File: src/rtl/cmd_loader_pkg.sv
// Shared types and helpers for the command-loader execute path.
// Holds the injector state encoding, the JP opcode and the Z80 read-start predicate.
package cmd_loader_pkg;

    typedef enum logic [2:0] {
        StIdle   = 3'd0,
        StWaitDl = 3'd1,
        StArmed  = 3'd2,
        StOp     = 3'd3,
        StLo     = 3'd4,
        StHi     = 3'd5
    } inj_state_e;

    localparam logic [7:0] OPC_JP = 8'hC3;

    // A memory read starts on the first clock where RD falls with MREQ low.
    function automatic logic rd_start_f(input logic prev_rd_n, input logic rd_n,
                                        input logic mreq_n);
        return prev_rd_n & ~rd_n & ~mreq_n;
    endfunction

endpackage

File: src/rtl/cmd_exec_injector_if.sv
// Z80-side bus bundle seen by the execute injector.
// The master drives CPU control and RAM data; the slave returns CPU data-in and WAIT.
interface cmd_exec_injector_if #(
    parameter int unsigned DATA = 8
);
    logic            cpu_m1_n;
    logic            cpu_mreq_n;
    logic            cpu_iorq_n;
    logic            cpu_rd_n;
    logic [DATA-1:0] ram_dout;
    logic [DATA-1:0] cpu_din;
    logic            cpu_wait_n;

    modport master (
        output cpu_m1_n, cpu_mreq_n, cpu_iorq_n, cpu_rd_n, ram_dout,
        input  cpu_din, cpu_wait_n
    );

    modport slave (
        input  cpu_m1_n, cpu_mreq_n, cpu_iorq_n, cpu_rd_n, ram_dout,
        output cpu_din, cpu_wait_n
    );
endinterface

File: src/rtl/z80_bus_cycle_detect.sv
// Z80 bus snooper: flags the start of a memory read, whether it is an opcode fetch,
// and the end of a memory read, each as a one-clock pulse.
module z80_bus_cycle_detect
    import cmd_loader_pkg::*;
(
    input  logic clock,
    input  logic reset,
    input  logic m1_n,
    input  logic mreq_n,
    input  logic iorq_n,
    input  logic rd_n,
    output logic rd_start,
    output logic is_fetch,
    output logic rd_end
);

    logic prev_rd_n;
    logic prev_mreq_n;

    always_ff @(posedge clock or posedge reset) begin
        if (reset) begin
            prev_rd_n   <= 1'b1;
            prev_mreq_n <= 1'b1;
        end else begin
            prev_rd_n   <= rd_n;
            prev_mreq_n <= mreq_n;
        end
    end

    assign rd_start = rd_start_f(prev_rd_n, rd_n, mreq_n);
    // Interrupt acknowledge never has MREQ low, so iorq_n only guards against odd bus states.
    assign is_fetch = rd_start & ~m1_n & iorq_n;
    assign rd_end   = ~prev_rd_n & rd_n & ~prev_mreq_n;

endmodule

File: src/rtl/cmd_exec_injector.sv
// Redirects the Z80 to a loader-supplied address by substituting JP nn into the next
// opcode fetch after a download, and holds the CPU in WAIT while the download runs.
module cmd_exec_injector
    import cmd_loader_pkg::*;
#(
    parameter int unsigned ADDR  = 16,
    parameter int unsigned DATA  = 8,
    parameter int unsigned TMO_W = 24
) (
    input  logic                 clock,
    input  logic                 reset,
    input  logic                 execute_enable,
    input  logic [ADDR-1:0]      execute_addr,
    input  logic                 loader_download,
    cmd_exec_injector_if.slave   bus,
    output logic                 inject_busy,
    output logic                 inject_timeout
);

    inj_state_e       state_q, state_d;
    logic             sel_q, sel_d;
    logic [DATA-1:0]  data_q, data_d;
    logic [ADDR-1:0]  target_q, target_d;
    logic [TMO_W-1:0] tmo_q, tmo_d;
    logic             timeout_q, timeout_d;
    logic             wait_n_q;

    logic rd_start;
    logic is_fetch;
    logic rd_end;

    z80_bus_cycle_detect u_detect (
        .clock    (clock),
        .reset    (reset),
        .m1_n     (bus.cpu_m1_n),
        .mreq_n   (bus.cpu_mreq_n),
        .iorq_n   (bus.cpu_iorq_n),
        .rd_n     (bus.cpu_rd_n),
        .rd_start (rd_start),
        .is_fetch (is_fetch),
        .rd_end   (rd_end)
    );

    always_comb begin
        state_d   = state_q;
        sel_d     = sel_q;
        data_d    = data_q;
        target_d  = target_q;
        tmo_d     = tmo_q;
        timeout_d = timeout_q;

        unique case (state_q)
            StIdle: begin
                if (execute_enable) begin
                    target_d  = execute_addr;
                    timeout_d = 1'b0;
                    tmo_d     = '0;
                    state_d   = StWaitDl;
                end
            end
            StWaitDl: begin
                if (!loader_download) state_d = StArmed;
            end
            StArmed: begin
                if (tmo_q != '1) tmo_d = tmo_q + TMO_W'(1);
                if (is_fetch) begin
                    data_d  = DATA'(OPC_JP);
                    sel_d   = 1'b1;
                    state_d = StOp;
                end else if (tmo_q == '1) begin
                    timeout_d = 1'b1;
                    state_d   = StIdle;
                end
            end
            StOp, StLo: begin
                if (rd_end) sel_d = 1'b0;
                // A fresh fetch before the operand read means the sequence broke: restart it.
                if (is_fetch) begin
                    data_d  = DATA'(OPC_JP);
                    sel_d   = 1'b1;
                    state_d = StOp;
                end else if (rd_start) begin
                    sel_d = 1'b1;
                    if (state_q == StOp) begin
                        data_d  = target_q[DATA-1:0];
                        state_d = StLo;
                    end else begin
                        data_d  = target_q[2*DATA-1:DATA];
                        state_d = StHi;
                    end
                end
            end
            StHi: begin
                if (rd_end) begin
                    sel_d   = 1'b0;
                    state_d = StIdle;
                end
            end
            default: state_d = StIdle;
        endcase
    end

    always_ff @(posedge clock or posedge reset) begin
        if (reset) begin
            state_q   <= StIdle;
            sel_q     <= 1'b0;
            data_q    <= '0;
            target_q  <= '0;
            tmo_q     <= '0;
            timeout_q <= 1'b0;
            wait_n_q  <= 1'b1;
        end else begin
            state_q   <= state_d;
            sel_q     <= sel_d;
            data_q    <= data_d;
            target_q  <= target_d;
            tmo_q     <= tmo_d;
            timeout_q <= timeout_d;
            wait_n_q  <= ~loader_download;
        end
    end

    assign bus.cpu_din     = sel_q ? data_q : bus.ram_dout;
    assign bus.cpu_wait_n  = wait_n_q;
    assign inject_busy     = (state_q != StIdle);
    assign inject_timeout  = timeout_q;

endmodule

File: src/flat_wrapper.sv
// flat-port wrapper written by rule: the top's interface ports become plain ports
module cmd_exec_injector_flat import cmd_loader_pkg::*;
#(
    parameter int unsigned ADDR  = 16,
    parameter int unsigned DATA  = 8,
    parameter int unsigned TMO_W = 24
)
  (clock, reset, execute_enable, execute_addr, loader_download, inject_busy, inject_timeout, bus_cpu_m1_n, bus_cpu_mreq_n, bus_cpu_iorq_n, bus_cpu_rd_n, bus_ram_dout, bus_cpu_din, bus_cpu_wait_n);
  cmd_exec_injector_if #(.DATA(DATA)) bus_i ();
  input  logic clock;
  input  logic reset;
  input  logic execute_enable;
  input  logic [ADDR-1:0] execute_addr;
  input  logic loader_download;
  output logic inject_busy;
  output logic inject_timeout;
  input wire logic [$bits(bus_i.cpu_m1_n)-1:0] bus_cpu_m1_n;
  input wire logic [$bits(bus_i.cpu_mreq_n)-1:0] bus_cpu_mreq_n;
  input wire logic [$bits(bus_i.cpu_iorq_n)-1:0] bus_cpu_iorq_n;
  input wire logic [$bits(bus_i.cpu_rd_n)-1:0] bus_cpu_rd_n;
  input wire logic [$bits(bus_i.ram_dout)-1:0] bus_ram_dout;
  output wire logic [$bits(bus_i.cpu_din)-1:0] bus_cpu_din;
  output wire logic [$bits(bus_i.cpu_wait_n)-1:0] bus_cpu_wait_n;
  assign bus_i.cpu_m1_n = bus_cpu_m1_n;
  assign bus_i.cpu_mreq_n = bus_cpu_mreq_n;
  assign bus_i.cpu_iorq_n = bus_cpu_iorq_n;
  assign bus_i.cpu_rd_n = bus_cpu_rd_n;
  assign bus_i.ram_dout = bus_ram_dout;
  assign bus_cpu_din = bus_i.cpu_din;
  assign bus_cpu_wait_n = bus_i.cpu_wait_n;
  cmd_exec_injector #(.ADDR(ADDR), .DATA(DATA), .TMO_W(TMO_W)) u_core (.clock(clock), .reset(reset), .execute_enable(execute_enable), .execute_addr(execute_addr), .loader_download(loader_download), .bus(bus_i), .inject_busy(inject_busy), .inject_timeout(inject_timeout));
endmodule
File: config.mk
export PLATFORM = sky130hd
export DESIGN_NAME = cmd_exec_injector_flat
export DESIGN_NICKNAME = d
export VERILOG_FILES = /design/src/rtl/cmd_loader_pkg.sv /design/src/rtl/cmd_exec_injector_if.sv /design/src/rtl/z80_bus_cycle_detect.sv /design/src/rtl/cmd_exec_injector.sv /design/src/flat_wrapper.sv
export SDC_FILE = /design/constraint.sdc
export NUM_CORES = 1
export LEC_CHECK = 0
export CAP_MARGIN = 5
export CORE_ASPECT_RATIO = 0.6
export CORE_MARGIN = 2
export CORE_UTILIZATION = 54
export CTS_CLUSTER_DIAMETER = 30
export DETAILED_ROUTE_END_ITERATION = 8
export PLACE_DENSITY = 0.86
export SETUP_SLACK_MARGIN = 0.5
export SLEW_MARGIN = 30
export SYNTH_ARGS = -nofsm -noshare
export SYNTH_HDL_FRONTEND = slang
export SYNTH_SLANG_ARGS = --single-unit
File: constraint.sdc
create_clock -name clock -period 2.9 [get_ports clock]
set_clock_uncertainty 0.2 [all_clocks]
set_input_delay 0.435 -clock clock [delete_from_list [all_inputs] [get_ports clock]]
set_output_delay 0.435 -clock clock [all_outputs]
set_load 0.005 [all_outputs]
==> out/summary.txt, run 1 <==
Outcome: finished, final reports clean
Number of flops mapped to enable cells by yosys: 0
Reg clk slew, reported paths: 0.11 ns
Placer's final routability congestion estimate: 0.927
Share of post-route cells with drive strength above 1: 12.8%
Count of routing violations after the opening detailed-route iteration: 134
Pin count of the biggest net entering global routing: 34
Number of clock sinks: 56
Async set-or-reset flop fraction in the synthesized netlist: 100%
Count of distinct cell types in the synthesized netlist: 44
Synth Warn #: 0
Initial cell density of the core: 57.1%
Startpoint Class: register
CTS tree: yes
MaxCap Viol Count: 0
R2R cell count: 5
# DRC: 0
Ratio of total power to cell area: 763 mW/mm2
Gr usage total: 22.7%
Final count of hold timing violations: 0
Routed WL: 6540 um
Initial antenna violation count: 0
Cell at the slowest stage of the critical path: sky130_fd_sc_hd__dfrtp_1
Post-DRT Antenna Nets: 0
Worst supply voltage drop on vdd: 0.000306 V
Minimum clock period after layout: 2.29 ns
Max Fclk: 437 MHz
Die width: 99.3 um
Number of synthesized register bits: 56
CP top delay family: flip-flops
Routed wire length per instance: 15.9 um
Slew of the pin with the lowest slew margin: 0.526 ns
Final setup violation count: 0
Top FF cell, synth: sky130_fd_sc_hd__dfrtp_1
Combined buffer and inverter count along the critical path: 2
Data arrival, critical path: 1.65 ns
Area of the mapped netlist: 0.00294 mm2
Fill cells: 394
Post-cts resize count: 2
Setup repair after global routing missed its margin: no
Remaining global-route overflow: 0
Number of I/O pins: 43
Sum of internal, switching and leakage power: 2.74 mW
Endpoint class of the critical path: output pin
CP Data Required Time: 2.27 ns
DR pass1 iterations: 4
Avg Synthesized Cell Area: 9.71 um2
Synth Net Count: 336
Biggest cell delay along the critical path: 0.56 ns
Relative slew slack: 64.9%
Fin. max-slew vios: 0
Via count: 2363
Placeable core area: 0.00515 mm2
Ranking of synthesized cells by area: sky130_fd_sc_hd__dfrtp_1 (45%), sky130_fd_sc_hd__nand2_1 (10%), sky130_fd_sc_hd__mux2i_1 (5.8%)
Half-perimeter wire length of the detailed placement result: 4710 um
Sequential cell area fraction in the yosys report: 47.7%
Post-Route Setup TNS: 0 ns
Vias per std cell: 5.76
Gate Count Post-Synth: 303
Beginning of the worst register-to-register path: u_core.state_q[1]
CTS root buffer: sky130_fd_sc_hd__clkbuf_8
CTS Buf Count: 5
Post-route clock period utilization: 78.8%
Critical setup path kind: reg -> out
Crit path from: u_core.state_q[0]
Largest area contributor in the synthesized netlist: sky130_fd_sc_hd__dfrtp_1
Cell row count: 20
Fraction of synthesized cell area taken by the top area cell type: 45.1%
Signed area change from the synthesized netlist to the final layout: 22.0%
Number of global-route vias before repair: 2220
Endpoint of the most critical register-to-register path: u_core.tmo_q[10]
Insertion delay to the later sink of the worst-skew pair: 0.31 ns
Total of hold buffers inserted after clock tree synthesis: 0
Final Net Count: 376
Wire length of the first global-routing pass: 10800 um
Max Fanout on Critical Path: 14
Die outline height: 61.2 um
Worst hold path class: in -> async
# diodes: 0
Number of buffers inserted by port buffering: 42
Cells along the critical path: nor3_2 > inv_1 > clkdlybuf4s50_1
Number of buffers on the longest clock path: 2
Deepest level of the CTS H-tree: 2
FF-to-FF setup slack: 0.64 ns
Number of buffers added for setup after CTS: 0
Leak: 1.62 nW
Die area: 0.00608 mm2
[how the worst max path moves through the flow]
stage	cells after the start	to	slack [ns]
2_1_floorplan	7	u_core.tmo_q[21]	0.69
3_3_place_gp	6	u_core.tmo_q[23]	0.43
3_5_place_dp	6	u_core.tmo_q[23]	0.41
4_1_cts	6	u_core.tmo_q[5]	0.53
5_1_grt	3	inject_busy	0.51
6_report	3	inject_busy	0.61
[stage by stage]
step                      utilization [%]  area, um2  worst slack (ns)  hold WS [ns]  cells
after detailed placement             66.6       3430             0.413         0.264    402
final                                69.6       3590             0.614         0.268    410
after global routing                 69.6       3590             0.514         0.303    410
after global placement               66.6       3430             0.426         0.258    402
after CTS                            69.4       3580             0.528         0.286    410
after floorplan                         -       2940             0.686         0.238    303
[metal layers]
layer / GRT usage [%] / vias up / part of all wire (%) / routed length, um
met1: 34.2 / 1132 / 48 / 3170
met3: 5.45 / 11 / 7.0 / 459
li1: - / 1139 / - / -
met5: 0 / - / 0 / 0
met4: 5.87 / 0 / 0.99 / 65
met2: 33.6 / 81 / 44 / 2850
[registers in the layout (all words and copies together), names as in the netlist]
register and cells:
u_core.tmo_q 24, u_core.target_q 16, u_core.data_q 8, u_core.state_q 3, u_core.bus.cpu_wait_n 1, u_core.inject_timeout 1
u_core.sel_q 1, u_core.u_detect.prev_mreq_n 1, u_core.u_detect.prev_rd_n 1
[cells in the final DEF (no fill, tap or decap), types with 3 or more instances in the layout]
| cell | instances |
|---|---|
| sky130_fd_sc_hd__mux2_2 | 8 |
| sky130_fd_sc_hd__nor3_1 | 3 |
| sky130_fd_sc_hd__nand2_1 | 81 |
| sky130_fd_sc_hd__dfrtp_1 | 51 |
| sky130_fd_sc_hd__and4_1 | 3 |
| sky130_fd_sc_hd__and3_1 | 3 |
| sky130_fd_sc_hd__nor2b_1 | 3 |
| sky130_fd_sc_hd__a21oi_1 | 9 |
| sky130_fd_sc_hd__dfstp_2 | 3 |
| sky130_fd_sc_hd__mux2i_1 | 17 |
| sky130_fd_sc_hd__nand3_1 | 3 |
| sky130_fd_sc_hd__nor4_1 | 4 |
| sky130_fd_sc_hd__clkbuf_8 | 5 |
| sky130_fd_sc_hd__buf_4 | 5 |
| sky130_fd_sc_hd__xnor2_1 | 12 |
| sky130_fd_sc_hd__a21o_1 | 5 |
| sky130_fd_sc_hd__inv_1 | 4 |
| sky130_fd_sc_hd__o21ai_0 | 5 |
| sky130_fd_sc_hd__a2111oi_2 | 4 |
| sky130_fd_sc_hd__nand4_1 | 12 |
| sky130_fd_sc_hd__clkdlybuf4s50_1 | 42 |
| sky130_fd_sc_hd__nor2_1 | 17 |
| sky130_fd_sc_hd__and2_1 | 7 |
| sky130_fd_sc_hd__o31ai_1 | 4 |
[cells by family after synthesis]
family | synth area share [%]
AO/OA/AOI/OAI | 11.6
XOR/XNOR | 3.57
adder cells (fa/ha/maj) | 0.425
buffers and inverters | 3.06
flip-flops | 47.7
multiplexers | 8.84
AND/OR/NAND/NOR | 24.7
[report_power, final]
| part | total (mW) | switching [mW] | internal [mW] |
|---|---|---|---|
| clock | 0.608 | 0.261 | 0.348 |
| sequential | 1.19 | 0.200 | 0.987 |
| combinational | 0.943 | 0.484 | 0.460 |
[cell usage after synthesis, types with 2 or more instances]
cell / count
sky130_fd_sc_hd__and3_1: 3
sky130_fd_sc_hd__o21ai_0: 5
sky130_fd_sc_hd__mux2_2: 8
sky130_fd_sc_hd__and2_1: 7
sky130_fd_sc_hd__nor3b_1: 2
sky130_fd_sc_hd__nor2b_1: 3
sky130_fd_sc_hd__a21oi_1: 10
sky130_fd_sc_hd__nand2_1: 81
sky130_fd_sc_hd__a21o_1: 5
sky130_fd_sc_hd__a2111oi_4: 2
sky130_fd_sc_hd__a32o_1: 2
sky130_fd_sc_hd__mux2i_1: 17
sky130_fd_sc_hd__and4_1: 4
sky130_fd_sc_hd__o31ai_1: 4
sky130_fd_sc_hd__nand4_1: 12
sky130_fd_sc_hd__buf_2: 6
sky130_fd_sc_hd__nor4_1: 5
sky130_fd_sc_hd__nand3_1: 3
sky130_fd_sc_hd__xnor2_1: 12
sky130_fd_sc_hd__nor3_1: 4
sky130_fd_sc_hd__dfstp_2: 3
sky130_fd_sc_hd__inv_1: 5
sky130_fd_sc_hd__dfrtp_1: 53
sky130_fd_sc_hd__a2111oi_2: 4
sky130_fd_sc_hd__nor2_1: 17
sky130_fd_sc_hd__clkbuf_1: 8
[cell type report]
cell class              count  area [um2]  area share [%]
multi-input cells         227        1470            40.8
clock inverters             3        68.8            1.92
repair buffers             48         478            13.3
inverters                   5        18.8           0.523
flip-flops and latches     56        1410            39.2
clock buffers               5        68.8            1.92
well taps                  66        82.6            2.30
No activity file was read; power rests on OpenSTA's default activity.
==> inputs of run 2 (changes only) <==
--- a/config.mk
+++ b/config.mk
@@ -8,10 +8,10 @@
 export CAP_MARGIN = 5
 export CORE_ASPECT_RATIO = 0.6
 export CORE_MARGIN = 2
-export CORE_UTILIZATION = 54
+export CORE_UTILIZATION = 49
 export CTS_CLUSTER_DIAMETER = 30
 export DETAILED_ROUTE_END_ITERATION = 8
-export PLACE_DENSITY = 0.86
+export PLACE_DENSITY = 0.83
 export SETUP_SLACK_MARGIN = 0.5
 export SLEW_MARGIN = 30
 export SYNTH_ARGS = -nofsm -noshare
==> constraint.sdc (replaced) <==
create_clock -name clock -period 1.9 [get_ports clock]
set_clock_uncertainty 0.2 [all_clocks]
set_input_delay 0.285 -clock clock [delete_from_list [all_inputs] [get_ports clock]]
set_output_delay 0.285 -clock clock [all_outputs]
set_load 0.005 [all_outputs]
==> run 2 against run 1 <==
Effect of this change: the run now ends with setup timing left; combinational power rose to 3.7 times the previous value; via count up 43%; wire length up 110%; first-iteration DRC count rose to 3.0 times the previous value; register-to-register slack worse by 0.89 ns; total power up 130%; global-route usage up 8.2 points; critical endpoint is now u_core.tmo_q[13]; highest routed layer unchanged.
==> out/summary.txt, run 2 (synthesis gave the netlist of run 1 again) <==
Outcome: finished, violations left
Failing checks: setup timing
Top library cells by usage in the layout, fill and taps aside: sky130_fd_sc_hd__buf_4 (65), sky130_fd_sc_hd__dfrtp_1 (51), sky130_fd_sc_hd__nand2_1 (40)
Highest metal layer with signal wires: met4
Net switching power: 2.48 mW (+160%)
Total of hold buffers inserted after clock tree synthesis: 0 (unchanged)
Worst setup slack before clock tree synthesis: -0.426 ns (-0.839 ns)
Commonest non-fill, non-tap cell in the layout: sky130_fd_sc_hd__buf_4
Fill cells: 198 (-50%)
CTS Buf Count: 5 (unchanged)
Die area: 0.00666 mm2 (+9.7%)
Number of I/O pins: 43 (unchanged)
Setup repair after global routing missed its margin: yes
Max Fclk: 465 MHz
Die outline height: 64.0 um (+4.7%)
Signed area change from the synthesized netlist to the final layout: 76.6%
DR pass1 iterations: 5 (+1)
Sw Share: 39.5% (+5.0 points)
Clock group share of total power: 15.3% (-6.9 points)
Endpoint class of the critical path: register
Pin count of the biggest net entering global routing: 47 (+38%)
Reg with most FFs: u_core.tmo_q
Cell total after placement: 469 (+17%)
Placeable core area: 0.00568 mm2 (+10%)
Critical setup path kind: reg -> reg
Area used by sequential logic in the layout: 0.00141 mm2 (unchanged)
Number of flip-flops under the largest register name: 24 (unchanged)
# diodes: 0 (unchanged)
Crit path setup slack, layout: -0.252 ns (-0.866 ns)
Worst supply voltage drop on vdd: 0.000647 V (+110%)
Vias per std cell: 6.42 (+11%)
Deepest level of the CTS H-tree: 2 (unchanged)
MaxCap Viol Count: 0 (unchanged)
Final Net Count: 480 (+28%)
Initial antenna violation count: 0 (unchanged)
Startpoint Class: register
Count of routing violations after the opening detailed-route iteration: 405 (+200%)
CTS tree: yes
Remaining global-route overflow: 0 (unchanged)
Share of post-route cells with drive strength above 1: 52.0% (+39 points)
Proportion of power drawn by flip-flops and latches: 28.6% (-15 points)
Fin. max-slew vios: 0 (unchanged)
CP Data Required Time: 1.88 ns (-0.39 ns)
Routed WL: 13800 um (+110%)
Via count: 3389 (+43%)
Wire length of the first global-routing pass: 15900 um (+47%)
Number of clock sinks: 56 (unchanged)
Final count of hold timing violations: 0 (unchanged)
Insertion delay to the later sink of the worst-skew pair: 0.32 ns (about the same)
Total routed wire length on the met1 layer: 4970 um (+57%)
Worst hold path class: in -> async
Placer's final routability congestion estimate: 0.909 (-2.0%)
Half-perimeter wire length of the detailed placement result: 5880 um (+25%)
Slew of the pin with the lowest slew margin: 0.523 ns (-0.00295 ns)
Data arrival, critical path: 2.13 ns (+0.48 ns)
Internal power: 3.79 mW (+110%)
Gr usage total: 30.9% (+8.2 points)
Max Fanout on Critical Path: 5 (-9)
Largest registers: u_core.tmo_q x24, u_core.target_q x16, u_core.data_q x8
# DRC: 0 (unchanged)
Minimum clock period after layout: 2.15 ns
Initial cell density of the core: 51.9% (-5.2 points)
Share of power burned in combinational logic: 56.2% (+22 points)
Final Hold Slack: 0.0502 ns (-0.218 ns)
Ratio of total power to cell area: 1210 mW/mm2 (+58%)
Multi-input gate area: 0.00201 mm2 (+37%)
Post-route clock period utilization: 113%
Final setup violation count: 37 (+37)
CTS root buffer: sky130_fd_sc_hd__clkbuf_8
Relative slew slack: 64.9% (about the same)
Number of global-route vias before repair: 3116 (+40%)
Number of buffers on the longest clock path: 2 (unchanged)
Reg clk slew, reported paths: 0.12 ns (about the same)
Number of standard cells in the layout, taps in and fillers out: 528 (+29%)
Met2 wire len: 6330 um (+120%)
Cell row count: 21 (+5.0%)
Leak: 2.42 nW (+49%)
Routed wire length per instance: 26.1 um (+63%)
Amount of wire on met3 after detailed routing: 1460 um (+220%)
Die width: 104 um (+4.8%)
Number of buffers inserted by port buffering: 42 (unchanged)
Post-DRT Antenna Nets: 0 (unchanged)
run 2: cell types whose count changed in the layout (fill, tap and decap cells not counted), moves of 11 or more:
cell,previous run,this run
sky130_fd_sc_hd__nand2_1,81,40
sky130_fd_sc_hd__nand2_2,0,22
sky130_fd_sc_hd__buf_6,0,37
sky130_fd_sc_hd__nand2_4,0,19
sky130_fd_sc_hd__clkdlybuf4s50_1,42,31
sky130_fd_sc_hd__buf_4,5,65
run 2: cell type report:
| cell class | instances | share of cell area (%) |
|---|---|---|
| multi-input combinational | 229 | 38.7 |
| timing repair buffer | 150 | 29.3 |
| sequential | 56 | 27.1 |
| tap | 80 | 1.93 |
| clock buffer | 6 | 1.40 |
| clock inverter | 2 | 1.16 |
| inverter | 5 | 0.433 |
run 2: repair_timing:
| item | 4_1_cts | 5_1_grt |
|---|---|---|
| resized for setup | 115 | 87 |
| cloned | 5 | 2 |
| setup endpoints to repair | 64 | 64 |
| buffers inserted | 28 | 16 |
| pin swaps | 20 | 65 |
run 2: critical path, stage by stage (launching register included):
cell,delay [ns]
sky130_fd_sc_hd__dfrtp_1,0.44
sky130_fd_sc_hd__buf_6,0.15
sky130_fd_sc_hd__buf_8,0.12
sky130_fd_sc_hd__nor3b_4,0.24
sky130_fd_sc_hd__nand2_1,0.20
sky130_fd_sc_hd__a2111oi_4,0.34
sky130_fd_sc_hd__xnor2_1,0.22
sky130_fd_sc_hd__nor2_1,0.11
run 2: metal layers:
layer | GRT usage (%) | vias to the layer above
met2 | 55.3 | 308
met4 | 10.1 | 0
met5 | 0 | -
met1 | 38.4 | 1637
li1 | - | 1355
met3 | 5.61 | 89
run 2: path summary, 6_finish.rpt:
check	depth (start not counted)	endpoint	start	slack (ns)
max in group asynchronous	3	u_core.tmo_q[11]	reset	0.89
setup / recovery	7	u_core.tmo_q[13]	u_core.state_q[0]	-0.25
hold / removal	2	u_core.data_q[6]	reset	0.05
min in group clock	1	u_core.u_detect.prev_mreq_n	bus_cpu_mreq_n	0.28
setup reg to reg	7	u_core.tmo_q[13]	u_core.state_q[0]	-0.25
hold reg to reg	1	u_core.data_q[6]	u_core.data_q[6]	0.32
run 2: metrics by stage:
stage / instance area [um2] / power [mW] / utilization (%) / setup TNS (ns)
2_1_floorplan: 3120 / 2.82 / - / -0.883
3_3_place_gp: 3970 / 3.53 / 70.0 / -3.32
5_1_grt: 5200 / 6.45 / 91.6 / -5.22
3_5_place_dp: 3970 / 3.62 / 70.0 / -4.84
6_report: 5200 / 6.27 / 91.6 / -3.80
4_1_cts: 4700 / 5.21 / 82.8 / -0.819
run 2: power groups by stage:
stage,sequential (mW),combinational (mW),clock [mW]
floorplan,1.69,1.14,0
global placement,1.72,1.81,0
detailed placement,1.74,1.88,0
CTS,1.71,2.58,0.927
global route,1.81,3.65,0.987
finish,1.79,3.52,0.957
==> inputs of run 3 (changes only) <==
--- a/config.mk
+++ b/config.mk
@@ -13,7 +13,6 @@
 export DETAILED_ROUTE_END_ITERATION = 8
 export PLACE_DENSITY = 0.83
 export SETUP_SLACK_MARGIN = 0.5
-export SLEW_MARGIN = 30
 export SYNTH_ARGS = -nofsm -noshare
 export SYNTH_HDL_FRONTEND = slang
 export SYNTH_SLANG_ARGS = --single-unit
==> results of run 3 <==
The final DEF is identical to that of run 2; final timing and power are the same.
